===== src/rtl/ctr_sampler_pkg.sv =====
// Shared types and default constants
// for the ripple-counter sampler.
package ctr_sampler_pkg;

  typedef enum logic [1:0] {
    IDLE,
    SAMPLE,
    CHECK,
    HOLD
  } state_t;

  localparam int DEF_SYNC_STAGES = 2;
  localparam int DEF_MAX_TRIES   = 4;
  localparam int TRY_W           = 4;

endpackage


===== src/rtl/bus_sync.sv =====
// Per-bit multi-flop synchronizer for
// an asynchronous bus, reset to zero.
module bus_sync #(
  parameter int WIDTH  = 16,
  parameter int STAGES = 2
) (
  input  logic             CLK_I,
  input  logic             RST_ASYNC_NI,
  input  logic [WIDTH-1:0] D_I,
  output logic [WIDTH-1:0] Q_O
);

  logic [WIDTH-1:0] pipe [STAGES];

  // free-running shift chain, one flop per bit per stage
  always_ff @(posedge CLK_I or negedge RST_ASYNC_NI) begin
    if (!RST_ASYNC_NI) begin
      for (int i = 0; i < STAGES; i++) pipe[i] <= '0;
    end else begin
      pipe[0] <= D_I;
      for (int i = 1; i < STAGES; i++) pipe[i] <= pipe[i-1];
    end
  end

  assign Q_O = pipe[STAGES-1];

endmodule


===== src/rtl/ctr_sampler.sv =====
// Samples a glitchy async ripple counter: waits for two
// equal synchronized reads, then reports count and delta.
module ctr_sampler
  import ctr_sampler_pkg::*;
#(
  parameter int BIT_WIDTH   = 16,
  parameter int SYNC_STAGES = DEF_SYNC_STAGES,
  parameter int MAX_TRIES   = DEF_MAX_TRIES
) (
  input  logic                 CLK_I,
  input  logic                 RST_ASYNC_NI,
  input  logic [BIT_WIDTH-1:0] CNT_I,
  input  logic                 CAPTURE_I,
  input  logic                 READY_I,
  output logic                 VALID_O,
  output logic [BIT_WIDTH-1:0] CNT_O,
  output logic [BIT_WIDTH-1:0] DELTA_O,
  output logic                 ERR_O,
  output logic                 BUSY_O
);

  localparam logic [TRY_W-1:0] MAX_T = TRY_W'(MAX_TRIES);

  state_t               state, state_n;
  logic [TRY_W-1:0]     tries, tries_n;
  logic [BIT_WIDTH-1:0] sync_cnt;
  logic [BIT_WIDTH-1:0] prev, last;
  logic [BIT_WIDTH-1:0] cnt_q, delta_q;
  logic                 err_q, valid_q, busy_q;
  logic                 match, give_up;

  bus_sync #(
    .WIDTH  (BIT_WIDTH),
    .STAGES (SYNC_STAGES)
  ) u_sync (
    .CLK_I        (CLK_I),
    .RST_ASYNC_NI (RST_ASYNC_NI),
    .D_I          (CNT_I),
    .Q_O          (sync_cnt)
  );

  assign match = (sync_cnt == prev);

  // next-state and try-count decode
  always_comb begin
    state_n = state;
    tries_n = tries;
    give_up = 1'b0;
    unique case (state)
      IDLE: begin
        if (CAPTURE_I) begin
          state_n = SAMPLE;
          tries_n = '0;
        end
      end
      SAMPLE: state_n = CHECK;
      CHECK: begin
        if (match) begin
          state_n = HOLD;
        end else begin
          tries_n = tries + 1'b1;
          if (tries_n == MAX_T) begin
            give_up = 1'b1;
            state_n = HOLD;
          end
        end
      end
      HOLD: begin
        if (READY_I) state_n = IDLE;
      end
      default: state_n = IDLE;
    endcase
  end

  // state, try counter and registered status flags
  always_ff @(posedge CLK_I or negedge RST_ASYNC_NI) begin
    if (!RST_ASYNC_NI) begin
      state   <= IDLE;
      tries   <= '0;
      valid_q <= 1'b0;
      busy_q  <= 1'b0;
    end else begin
      state   <= state_n;
      tries   <= tries_n;
      valid_q <= (state_n == HOLD);
      busy_q  <= (state_n != IDLE);
    end
  end

  // compare datapath and result registers
  always_ff @(posedge CLK_I or negedge RST_ASYNC_NI) begin
    if (!RST_ASYNC_NI) begin
      prev    <= '0;
      last    <= '0;
      cnt_q   <= '0;
      delta_q <= '0;
      err_q   <= 1'b0;
    end else begin
      if (state == SAMPLE) prev <= sync_cnt;
      if (state == CHECK) begin
        if (match) begin
          cnt_q   <= prev;
          delta_q <= prev - last;
          last    <= prev;
          err_q   <= 1'b0;
        end else begin
          prev <= sync_cnt;
          if (give_up) begin
            cnt_q   <= sync_cnt;
            delta_q <= '0;
            err_q   <= 1'b1;
          end
        end
      end
    end
  end

  assign VALID_O = valid_q;
  assign BUSY_O  = busy_q;
  assign CNT_O   = cnt_q;
  assign DELTA_O = delta_q;
  assign ERR_O   = err_q;

endmodule


===== config.mk =====
export PLATFORM = sky130hd
export DESIGN_NAME = ctr_sampler
export DESIGN_NICKNAME = d
export VERILOG_FILES = /design/src/rtl/ctr_sampler_pkg.sv /design/src/rtl/bus_sync.sv /design/src/rtl/ctr_sampler.sv
export SDC_FILE = /design/constraint.sdc
export NUM_CORES = 1
export LEC_CHECK = 0
export BUFFER_PORTS_ARGS = -buffer_cell sky130_fd_sc_hd__buf_2
export CAP_MARGIN = 20
export CORE_ASPECT_RATIO = 1.75
export CORE_MARGIN = 3
export CORE_UTILIZATION = 35
export CTS_CLUSTER_DIAMETER = 150
export DETAILED_ROUTE_END_ITERATION = 12
export HOLD_SLACK_MARGIN = 0.02
export PLACE_DENSITY_LB_ADDON = 0.12
export SETUP_SLACK_MARGIN = 0.5
export SYNTH_ARGS = -nofsm -noshare
export SYNTH_HDL_FRONTEND = slang
export SYNTH_HIERARCHICAL = 1
export SYNTH_SLANG_ARGS = --single-unit
export TNS_END_PERCENT = 5

===== constraint.sdc =====
create_clock -name CLK_I -period 2.7 [get_ports CLK_I]
set_input_delay 0.54 -clock CLK_I [delete_from_list [all_inputs] [get_ports CLK_I]]
set_output_delay 0.54 -clock CLK_I [all_outputs]
set_load 0.01 [all_outputs]

==> impl_metrics.yaml <==
clocking:
  hold_buffers: 0
  cts_tree: "built"
  clk_pin_slew_ps: 70
  clock-root-buffer: "clkbuf_16"
  cts_buffers: 9
  clk_latency_ps: 350
  clk_path_buf_depth: 2
  clock-sinks: 105
  htree_num_levels: 3
routing:
  antenna_left: 0
  drt_iter0_drc: 59
  dr.pass1.iters: 5
  vias_per_cell: 4.79
  wl_per_cell_um: 14.9
  vias: 3008
  drc: 0
  wirelength_um: 9390
sta:
  fmax_mhz: 442
  rsz0062_at_grt: "yes"
  setup_viol: 0
  hold_ws_ps: 122
  hold_violations: 0
  tightest_slew_ps: 481
  relSlewSlack: 0.680
  drv_slew: 0
  finalCritPeriodShare: 0.838
  period_minus_slack_ps: 2260
  skew_ps: 8.96
  tns_ps: 0
power_and_ir_drop:
  p_per_area_nw_per_um2: 1040
  p_leak_uw: 0.00257
  ir_drop_mv: 0.548
synthesis:
  seq_area_frac_synth: 0.550
  synth_area_sq_um: 4780
  syn_nets: 440
  yosys_warnings: 6
  synth_top_cell_area_share: 0.550
  synth_cell_types: 53
  synth.avg_cell_area_sq_um: 11.9
  synth_seq_cells: 105
  synth_commonest_cells: "dfrtp_1, nand2_1, o21ai_0"
  syn_inst: 402
  synthFlopType: "dfrtp_1"
  synth.most_common_cell: "dfrtp_1"
  synth_edf_count: 0
  synth_area_leaders: "dfrtp_1, mux2_2, ha_1"
  yosysTopAreaCell: "dfrtp_1"
  async_reset_ff_frac: 1.00
global_route:
  grt_max_degree: 45
  grt_usage: 0.133
  grt_use_met2: 0.230
  grtUsageMet1: 0.151
  first_global_vias: 3037
  grt-ovfl-total: 0
  top_usage_layer: "met2"
  grt_pass1_wl_um: 15400
  antenna_found_initial: 0
  global_route.usage.met3: 0.0337
critical_path:
  crit_start: "prev[0]"
  worstPathArrival_ps: 2500
  r2r-start: "prev[0]"
  cp-start-kind: "flop"
  critical_path_class: "flop to flop"
  required_ps: 2930
  worstSetupEndpointType: "flop"
  crit_fanout: 3
floorplanning:
  dieArea_sq_um: 15100
  ios: 55
  die_x_um: 94.3
  num_rows: 55
  core-area_sq_um: 13100
  start_util: 0.364
  die_y_um: 161
placed_design:
  placed_cells: 607
  io_buffers: 54
  gp_congestion: 0.855
  hpwl_um: 6960
cells_and_area:
  nNetsFinal: 490
  antenna-diode-count: 0
  area_growth_pct: 16.1
  drive_gt1_frac: 0.300
  finalNonFillerCells: 628
run_status:
  outcome: "finished clean"
worst_hold_path:
  hold_path_class: "input port to asynchronous set/reset pin"
flow_run:
  cap_violations: 0
[final cells by class]
cell class / instances / area, sq um
clock buffer: 9 / 225
sequential: 105 / 2630
inverter: 19 / 71.3
multi-input combinational: 251 / 1940
fill: 1250 / 7600
clock inverter: 7 / 63.8
timing repair buffer: 66 / 400
tap: 171 / 214
[state kept, by name, summed over array words and instances, names as in the netlist]
signal / cells
VALID_O: 1
ERR_O: 1
u_sync/Q_O: 16
CNT_O: 16
tries: 4
last: 16
BUSY_O: 1
prev: 16
u_sync/pipe: 16
state: 2
DELTA_O: 16
[layer usage]
metal / vias to the layer above / share of wire
met4: 0 / 0.024
met3: 15 / 0.041
met2: 54 / 0.54
li1: 1462 / -
met1: 1477 / 0.40
met5: - / 0
[stage by stage]
| step | utilization | setup WS, ps | area, sq um | power, uW |
|---|---|---|---|---|
| 2_1_floorplan | - | 504 | 4780 | 3840 |
| 3_3_place_gp | 0.392 | 245 | 5150 | 4430 |
| 3_5_place_dp | 0.392 | 157 | 5150 | 4450 |
| 4_1_cts | 0.419 | 445 | 5500 | 5800 |
| 5_1_grt | 0.422 | 347 | 5550 | 6200 |
| 6_report | 0.422 | 437 | 5550 | 5770 |
[worst max-delay path, cell delays in order (launching register included)]
cell	delay [ps]
dfrtp_1	350
inv_1	50
ha_1	210
fa_2	370
nor2b_2	160
o2111ai_2	160
a21oi_2	240
nor2b_2	80
or3_1	310
a32o_1	220
[path summary, 6_finish.rpt]
path	end	slack, ps	depth (start not counted)
setup reg to reg	DELTA_O[12]	440	9
hold / removal	DELTA_O[2]	120	1
min in group CLK_I	u_sync/pipe[29]	290	1
max in group asynchronous	CNT_O[6]	1850	2
setup / recovery	DELTA_O[12]	440	9
hold reg to reg	u_sync/Q_O[5]	350	0
[cells by family (layout without fill, tap and decap cells)]
logic type / after synthesis / in the layout / share of synthesized area
buffers and inverters: 46 / 101 / 0.0558
and+or+nand+nor: 84 / 84 / 0.0914
DFF: 105 / 105 / 0.550
muxes: 38 / 38 / 0.0990
xor gates and xnor gates: 30 / 30 / 0.0550
adders and majority gates: 18 / 18 / 0.0487
AOI/OAI and AO/OA: 81 / 81 / 0.100
[where the power goes]
part	leakage (uW)	internal (uW)	total (uW)	switching, uW
logic	0.00112	1120	2300	1180
clock network	0.000139	642	1250	610
registers	0.00132	1890	2220	334
total	0.00257	3650	5770	2120
[placed cells by master, fill, tap and decap left out, types with 6 or more instances in the layout]
cell       Yosys  layout
dfrtp_1      105     105
buf_2          3      53
nand2_1       43      43
o21ai_0       38      38
xor2_1        24      24
mux2_2        24      24
inv_1         18      18
nor2_1        14      14
ha_1          17      14
a21oi_1       15      12
mux2_4        10      10
buf_4         17      10
clkbuf_16      0       9
a21o_1         7       7
xnor2_1        6       6
[what timing repair did]
| item | in CTS | in global routing |
|---|---|---|
| setup buffers | 4 | 1 |
| resized for setup | 6 | 7 |
| endpoints found under the setup margin | 47 | 47 |
| pin swaps | 3 | 3 |
(Power assumes the default switching activity.)
